**config.mk**
```make
export PLATFORM = sky130hd
export DESIGN_NAME = commit_trace_buffer
export DESIGN_NICKNAME = d
export VERILOG_FILES = /design/src/rtl/commit_trace_buffer.sv
export SDC_FILE = /design/constraint.sdc
export NUM_CORES = 1
export LEC_CHECK = 0
export ABC_AREA = 1
export CORE_MARGIN = 2
export CORE_UTILIZATION = 33
export CTS_BUF_LIST = sky130_fd_sc_hd__clkbuf_8
export DETAILED_ROUTE_END_ITERATION = 10
export PLACE_DENSITY = 0.46
export SYNTH_ARGS = -nofsm -noshare
export SYNTH_HDL_FRONTEND = slang
export SYNTH_SLANG_ARGS = --single-unit
export TNS_END_PERCENT = 20
```
**constraint.sdc**
```tcl
create_clock -name clk -period 10 [get_ports clk]
set_input_delay 1.5 -clock clk [delete_from_list [all_inputs] [get_ports clk]]
set_output_delay 1.5 -clock clk [all_outputs]
set_load 0.05 [all_outputs]
```
**src/rtl/commit_trace_buffer.sv**
```systemverilog
// commit_trace_buffer: captures retired-instruction commits into a fall-through FIFO.
// Define TRACE_TIMESTAMP_EN to add a per-entry cycle timestamp and the o_rd_ts port.
module commit_trace_buffer #(
   parameter int unsigned ADDR_W = 32,
   parameter int unsigned DATA_W = 32,
   parameter int unsigned DEPTH  = 16,
   parameter int unsigned CNT_W  = 16,
   parameter int unsigned SEQ_W  = 16,
   parameter int unsigned TS_W   = 32
) (
   input  logic                     clk,
   input  logic                     reset,
   input  logic                     i_arm,
   input  logic                     i_mode,
   input  logic                     i_trig_en,
   input  logic [ADDR_W-1:0]        i_trig_pc,
   input  logic [CNT_W-1:0]         i_post_cnt,
   input  logic                     i_commit_valid,
   input  logic [ADDR_W-1:0]        i_commit_pc,
   input  logic [DATA_W-1:0]        i_commit_instr,
   output logic                     o_rd_valid,
   input  logic                     i_rd_ready,
   output logic [ADDR_W-1:0]        o_rd_pc,
   output logic [DATA_W-1:0]        o_rd_instr,
   output logic [SEQ_W-1:0]         o_rd_seq,
   output logic [1:0]               o_state,
   output logic [$clog2(DEPTH):0]   o_count,
   output logic                     o_overflow
`ifdef TRACE_TIMESTAMP_EN
   ,
   output logic [TS_W-1:0]          o_rd_ts
`endif
);

   localparam int unsigned PTR_W = $clog2(DEPTH);
   localparam int unsigned CW    = PTR_W + 1;

   typedef enum logic [1:0] {
      StIdle    = 2'd0,
      StArmed   = 2'd1,
      StCapture = 2'd2,
      StDone    = 2'd3
   } state_e;

   state_e            state_q;
   logic [PTR_W-1:0]  wr_ptr_q;
   logic [PTR_W-1:0]  rd_ptr_q;
   logic [CW-1:0]     count_q;
   logic              overflow_q;
   logic [SEQ_W-1:0]  seq_q;
   logic [CNT_W-1:0]  remain_q;

   logic [ADDR_W-1:0] mem_pc    [DEPTH];
   logic [DATA_W-1:0] mem_instr [DEPTH];
   logic [SEQ_W-1:0]  mem_seq   [DEPTH];

   logic             active;
   logic             commit;
   logic             is_trig;
   logic             want_push;
   logic             empty;
   logic             full;
   logic             pop;
   logic             wr_en;
   logic             lost;
   logic             rd_adv;
   logic [CNT_W-1:0] post_m1;

   always_comb begin
      active    = (state_q == StArmed) || (state_q == StCapture);
      commit    = i_commit_valid && active && !i_arm;
      is_trig   = !i_trig_en || (i_commit_pc == i_trig_pc);
      // Pre-trigger commits are only kept as history in wrap mode.
      want_push = commit && ((state_q == StCapture) || is_trig || i_mode);
      empty     = (count_q == '0);
      full      = (count_q == CW'(DEPTH));
      pop       = !empty && i_rd_ready;
      wr_en     = want_push && (!full || pop || i_mode);
      lost      = want_push && full && !pop;
      // Overwrite in wrap mode retires the oldest entry without a pop.
      rd_adv    = pop || (lost && i_mode);
      post_m1   = (i_post_cnt == '0) ? '0 : i_post_cnt - CNT_W'(1);
   end

   always_ff @(posedge clk or negedge reset) begin
      if (!reset) begin
         state_q    <= StIdle;
         wr_ptr_q   <= '0;
         rd_ptr_q   <= '0;
         count_q    <= '0;
         overflow_q <= 1'b0;
         seq_q      <= '0;
         remain_q   <= '0;
      end else if (i_arm) begin
         state_q    <= StArmed;
         wr_ptr_q   <= '0;
         rd_ptr_q   <= '0;
         count_q    <= '0;
         overflow_q <= 1'b0;
         seq_q      <= '0;
         remain_q   <= '0;
      end else begin
         if (wr_en) begin
            wr_ptr_q <= wr_ptr_q + PTR_W'(1);
         end
         if (rd_adv) begin
            rd_ptr_q <= rd_ptr_q + PTR_W'(1);
         end
         count_q <= count_q + CW'(wr_en) - CW'(rd_adv);
         if (lost) begin
            overflow_q <= 1'b1;
         end
         if (commit) begin
            seq_q <= seq_q + SEQ_W'(1);
            if (state_q == StArmed) begin
               if (is_trig) begin
                  remain_q <= post_m1;
                  state_q  <= (post_m1 == '0) ? StDone : StCapture;
               end
            end else begin
               // The window counts dropped commits as well as stored ones.
               remain_q <= remain_q - CNT_W'(1);
               if (remain_q == CNT_W'(1)) begin
                  state_q <= StDone;
               end
            end
         end
      end
   end

   always_ff @(posedge clk) begin
      if (wr_en) begin
         mem_pc[wr_ptr_q]    <= i_commit_pc;
         mem_instr[wr_ptr_q] <= i_commit_instr;
         mem_seq[wr_ptr_q]   <= seq_q;
      end
   end

   assign o_rd_valid = !empty;
   assign o_rd_pc    = empty ? '0 : mem_pc[rd_ptr_q];
   assign o_rd_instr = empty ? '0 : mem_instr[rd_ptr_q];
   assign o_rd_seq   = empty ? '0 : mem_seq[rd_ptr_q];
   assign o_state    = state_q;
   assign o_count    = count_q;
   assign o_overflow = overflow_q;

`ifdef TRACE_TIMESTAMP_EN
   logic [TS_W-1:0] ts_q;
   logic [TS_W-1:0] mem_ts [DEPTH];

   // Free-running; deliberately not cleared by i_arm.
   always_ff @(posedge clk or negedge reset) begin
      if (!reset) begin
         ts_q <= '0;
      end else begin
         ts_q <= ts_q + TS_W'(1);
      end
   end

   always_ff @(posedge clk) begin
      if (wr_en) begin
         mem_ts[wr_ptr_q] <= ts_q;
      end
   end

   assign o_rd_ts = empty ? '0 : mem_ts[rd_ptr_q];
`else
   logic unused_ts_w;
   assign unused_ts_w = ^TS_W;
`endif

endmodule
```
==> results of run 1 <==
==> per-stage QoR <==
| stage | std cells | total power [W] | setup WS, ps |
|---|---|---|---|
| finish | 6528 | 0.0149 | 2740 |
| global route | 6523 | 0.0157 | 2450 |
| CTS | 6522 | 0.0152 | 2630 |
| detailed placement | 6135 | 0.0107 | 3040 |
| global placement | 6135 | 0.0107 | 3010 |
| floorplan | 3988 | 0.00916 | 1520 |
==> final cells by class <==
type,count,area [um2]
fillers,15400,98800
flip-flops and latches,1328,39700
multi-input cells,2282,12000
clock buffers,228,3140
well taps,2160,2700
repair buffers,269,2630
clock inverters,159,816
inverters,96,388
diodes,6,15.0
==> cells in the mapped netlist, types with 27 or more instances <==
| master | instances | area share [%] |
|---|---|---|
| a21oi_1 | 99 | 0.93 |
| buf_2 | 88 | 0.83 |
| clkbuf_1 | 179 | 1.3 |
| dfrtp_1 | 48 | 2.3 |
| edfxtp_1 | 1280 | 72 |
| inv_1 | 77 | 0.54 |
| nand2_1 | 162 | 1.1 |
| nand3_1 | 95 | 0.89 |
| nor2_1 | 703 | 5.0 |
| o211ai_1 | 99 | 1.4 |
| o21ai_0 | 474 | 4.5 |
| o21ai_1 | 208 | 2.0 |
| o221ai_1 | 223 | 3.7 |
| o22ai_1 | 99 | 1.2 |
| xnor2_1 | 27 | 0.44 |
==> sequential cells by signal, summed over array words and instances (netlist names) <==
signal      flops
mem_seq       256
o_overflow      1
seq_q          16
o_count         5
wr_ptr_q        4
mem_pc        512
rd_ptr_q        4
remain_q       16
mem_instr     512
o_state         2
==> per-layer routing <==
| metal | wire length, um | track usage (%) |
|---|---|---|
| met1 | 71300 | 25.9 |
| met2 | 73300 | 30.4 |
| met3 | 6900 | 2.90 |
| met4 | 2890 | 4.73 |
| met5 | 12 | 0 |
==> cell families (layout without fill, tap and decap cells) <==
| kind of cell | count (synthesis) | in the layout | synth area share, % |
|---|---|---|---|
| flops | 1328 | 1328 | 74.6 |
| compound gates | 1211 | 1211 | 13.7 |
| buf+inv | 378 | 752 | 2.97 |
| xor+xnor | 39 | 39 | 0.643 |
| fa+ha+maj | 18 | 18 | 0.438 |
| other cells | 0 | 6 | 0 |
| simple gates | 1014 | 1014 | 7.66 |
==> where the power goes <==
part           internal, W  switching (W)
clock              0.00221        0.00220
sequential         0.00624       0.000127
combinational      0.00115        0.00301
==> critical path: stages (launching register included) <==
cell,delay [ps]
dfrtp_4,870
clkinv_8,740
buf_4,780
o21ai_0,200
o221ai_1,250
o211ai_1,120
a21oi_1,720
clkdlybuf4s50_1,960
==> worst paths after layout <==
| path | slack [ps] | to | startpoint | depth (start not counted) |
|---|---|---|---|---|
| setup / recovery | 2740 | o_rd_seq[9] | rd_ptr_q[1] | 7 |
| hold / removal | 510 | remain_q[5] | remain_q[5] | 2 |
| setup reg to reg | 5910 | mem_pc[2][22] | o_state[0] | 9 |
| hold reg to reg | 510 | remain_q[5] | remain_q[5] | 2 |
| max in group asynchronous | 8730 | rd_ptr_q[3] | reset | 2 |
| min in group asynchronous | 730 | o_count[2] | reset | 2 |
==> flow_summary_export.csv, run 1 <==
group,metric,value,unit
synthesis,ys_ff_latch,1328,
layout,layout-drive-gt1-share,8.60,%
die,design.portCount,208,
timing,clock_period_minus_worst_slack,7260,ps
job,maxCapViolCount,0,
timing,rsz_0062_raised_after_global_routing,"false",
layout,layout.cells.most_common,"edfxtp_1",
setup_path,critPathArrivalTime,5760,ps
layout,fin_area,61400,um2
setup_path,setup.worst_path.end_class,"output port",
setup_path,critical_path_peak_fanout,174,
worst_hold_path,hold_path.class,"register to register",
clocking,post-cts-setup-buffer-count,0,
grt,first_global_vias,34100,
layout,utilization,38.3,%
clocking,cts_resized,0,
grt,grt_antenna_before_repair,5,
setup_path,critPathLaunchType,"register",
die,std_cell_rows,147,
layout,most-common-layout-cells,"edfxtp_1 (1280), nor2_1 (702), o21ai_0 (474)",
die,die_area,164000,um2
pwr,power.static_leakage,20.1,nW
detailed_routing,drc_errors,0,
placed_design,place_area,57400,um2
detailed_routing,antenna_violating_nets_post_route,0,
timing,fin_worst_hold_slack,513,ps
synthesis,predominant_post_synthesis_flop_cell,"edfxtp_1",
layout,fin_nets,4339,
clocking,post_cts_hold_buffer_count,0,
clocking,h-tree-depth,4,
setup_path,crit_required,8500,ps
die,die-height,405,um
synthesis,syn-mean-instance-area,13.3,um2
die,core_area,160000,um2
timing,finalSetupViolations,0,
detailed_routing,drtPass1Iterations,6,
grt,global_route.overflow_total,0,
synthesis,syn_inst,3988,
layout,area_delta_synth_final,15.4,%
timing,clock-skew-final,60.2,ps
run_status,status,"finished, final reports clean",
die,initial_utilization,33.2,%
detailed_routing,drt-vias-per-instance,5.20,
timing,finalMaxSlewViolations,0,
synthesis,syn_nets,4125,
grt,first_pass_grt_wire_length,228000,um
timing,final.period_utilization,72.6,%
placed_design,buffer_ports.inserted,207,
grt,grt.total_usage,18.6,%
timing,timing.setup.tns,0,ps
grt,grt_start_max_net_pins,209,
clocking,cts_tree,"built",
pwr,vdd.ir_drop.worst,195,uV
detailed_routing,routed-via-count,33900,
placed_design,gp_routability_congestion,0.722,
clocking,maximum_clock_path_buffer_count,3,
clocking,worst_skew_pair_later_pin_latency,930,ps
clocking,cts_inserted_buffers,225,
synthesis,ys_seq_area_share,74.6,%
timing,hold_viol_final,0,
synthesis,synth_async_sr_flop_share,3.61,%
timing,worst-slew-pin-transition,1200,ps
detailed_routing,detail_route.iter0.violations,2546,
clocking,cts.reportedPaths.clkPinSlew,60,ps
detailed_routing,route.final.wire_length,154000,um
pwr,p_per_area,243,nW/um2
setup_path,setup.worst_path.class,"register to output port",
synthesis,netlist-cell-type-count,40,
detailed_routing,routed_wire_length_per_instance,23.7,um
synthesis,synth-edff-count,1280,
timing,max_freq,138,MHz
placed_design,dp_hpwl,75200,um
die,die-width,405,um
synthesis,synth_warnings,0,
timing,worst_slew_margin_rel,19.8,%
clocking,clock_sinks,1328,
clocking,clock_tree.root_cell,"clkbuf_8",
synthesis,synth_area,53200,um2
(Power assumes the default switching activity.)
==> run 2, diff against run 1 <==
==> constraint.sdc (replaced) <==
create_clock -name clk -period 6.8 [get_ports clk]
set_input_delay 1.02 -clock clk [delete_from_list [all_inputs] [get_ports clk]]
set_output_delay 1.02 -clock clk [all_outputs]
set_load 0.05 [all_outputs]
==> flow_summary_export.csv, run 2 (synthesis results as in run 1) <==
group,metric,value,unit
die,core_area,160000,um2
clocking,cts_tree,"built",
detailed_routing,drc_errors,0,
grt,top_usage_layer,"met2",
grt,grtUsageMet1,26.0,%
layout,reg.largest.list,"mem_instr (512), mem_pc (512), mem_seq (256)",
timing,final.period_utilization,88.3,%
detailed_routing,detail_route.iter0.violations,2492,
clocking,post_cts_hold_buffer_count,0,
layout,layout.filler_cells,15300,
die,die-height,405,um
placed_design,dp_hpwl,76200,um
setup_path,critPathLaunchType,"register",
grt,global_route.overflow_total,0,
placed_design,gp_routability_congestion,0.719,
die,die-width,405,um
placed_design,buffer_ports.inserted,207,
die,std_cell_rows,147,
pwr,total_power_consumption,0.0220,W
timing,clock_period_minus_worst_slack,6010,ps
clocking,cts_resized,0,
timing,rsz_0062_raised_after_global_routing,"false",
setup_path,critical_path_peak_fanout,118,
worst_hold_path,hold_path.class,"primary input to asynchronous set/reset pin",
detailed_routing,drtPass1Iterations,5,
layout,fin_area,62000,um2
detailed_routing,routed-via-count,34100,
setup_path,critPathArrivalTime,4990,ps
pwr,p_per_area,356,nW/um2
timing,worst_slew_margin_rel,28.1,%
setup_path,crit_required,5780,ps
detailed_routing,routed_wire_length_per_instance,23.9,um
grt,first_global_vias,34300,
clocking,cts_inserted_buffers,225,
clocking,clock_sinks,1328,
clocking,h-tree-depth,4,
clocking,cts.reportedPaths.clkPinSlew,60,ps
timing,worst-slew-pin-transition,1080,ps
layout,seqCellArea,39700,um2
timing,hold_viol_final,0,
timing,finalWorstSetupSlack,793,ps
grt,grt_start_max_net_pins,197,
layout,combined_area_of_the_multi_input_logic_cells,12000,um2
pwr,power.static_leakage,20.3,nW
grt,globalRouteMet2Util,30.2,%
run_status,status,"finished, final reports clean",
setup_path,crit-reg2reg-capture,"o_count[4]",
die,design.portCount,208,
clocking,maximum_clock_path_buffer_count,3,
layout,most-common-layout-cells,"edfxtp_1 (1280), nor2_1 (702), o21ai_0 (474)",
grt,grt.total_usage,18.8,%
die,die_area,164000,um2
grt,global_route.usage.met3,3.30,%
timing,max_freq,166,MHz
setup_path,r2r_cells,20,
die,initial_utilization,33.2,%
detailed_routing,antenna_violating_nets_post_route,0,
detailed_routing,drt-vias-per-instance,5.19,
grt,first_pass_grt_wire_length,230000,um
setup_path,regToRegSetupSlack,3050,ps
placed_design,place_worst_setup_slack,1250,ps
pwr,vdd.ir_drop.worst,337,uV
job,maxCapViolCount,0,
clocking,post-cts-setup-buffer-count,0,
layout,layout-drive-gt1-share,8.95,%
grt,grt_antenna_before_repair,9,
timing,clock-skew-final,58.9,ps
layout,area_delta_synth_final,16.6,%
setup_path,setup.worst_path.class,"register to output port",
clocking,clock_tree.root_cell,"clkbuf_8",
timing,finalMaxSlewViolations,0,
setup_path,setup.worst_path.end_class,"output port",
layout,layout.cells.most_common,"edfxtp_1",
timing,finalSetupViolations,0,
detailed_routing,route.final.wire_length,157000,um
placed_design,place_area,58000,um2
layout,fin_nets,4357,
setup_path,crit-reg2reg-launch,"o_count[3]",
clocking,worst_skew_pair_later_pin_latency,930,ps
run 2: cell count changes in the layout (fill, tap and decap cells not counted), sizes merged:
cell / change
clkinv: +16
bufinv: -1
diode: -3
inv: +7
buf: +18
run 2: power by group:
group / leakage, nW / internal, W / switching [W]
clock: 2.35 / 0.00322 / 0.00326
combinational: 5.42 / 0.00176 / 0.00444
sequential: 12.6 / 0.00918 / 0.000184
run 2: worst max-delay path, stage by stage (launching register included):
cell             delay [ps]
dfrtp_4                 750
inv_8                   730
buf_4                   590
buf_4                   300
o21ai_0                 110
o221ai_1                230
o211ai_1                130
a21oi_1                 280
clkdlybuf4s50_1         870
run 2: routing by layer:
layer / share of wire [%] / vias up / wire (um)
met5: 0.043 / - / 67
met4: 2.4 / 10 / 3690
met3: 4.5 / 232 / 7100
met2: 47 / 802 / 73300
met1: 46 / 17400 / 72500
li1: - / 15600 / -
run 2: worst max path at each step:
stage,startpoint,end,slack (ps),cells after the start
floorplan,i_trig_pc[2],mem_instr[3][0],-1200,10
global placement,i_commit_pc[16],o_count[4],1330,21
detailed placement,i_commit_pc[19],o_count[4],1250,21
CTS,rd_ptr_q[1],o_rd_pc[24],620,8
global route,rd_ptr_q[1],o_rd_pc[24],490,8
finish,rd_ptr_q[1],o_rd_pc[24],790,8
run 2: final cells by class:
class / instances / share of cell area (%)
timing repair buffer: 287 / 5.15
inverter: 96 / 0.618
tap: 2160 / 4.36
sequential: 1328 / 64.0
multi-input combinational: 2282 / 19.4
clock buffer: 228 / 5.06
antenna: 3 / 0.0121
clock inverter: 181 / 1.41
run 2: metrics by stage:
step	hold WS (ps)	std cells	utilization (%)	setup TNS, ps
floorplan	464	3988	-	-1445350
global placement	487	6153	36.2	0
detailed placement	494	6153	36.2	0
CTS	177	6562	38.7	0
global route	260	6564	38.7	0
finish	257	6565	38.7	0
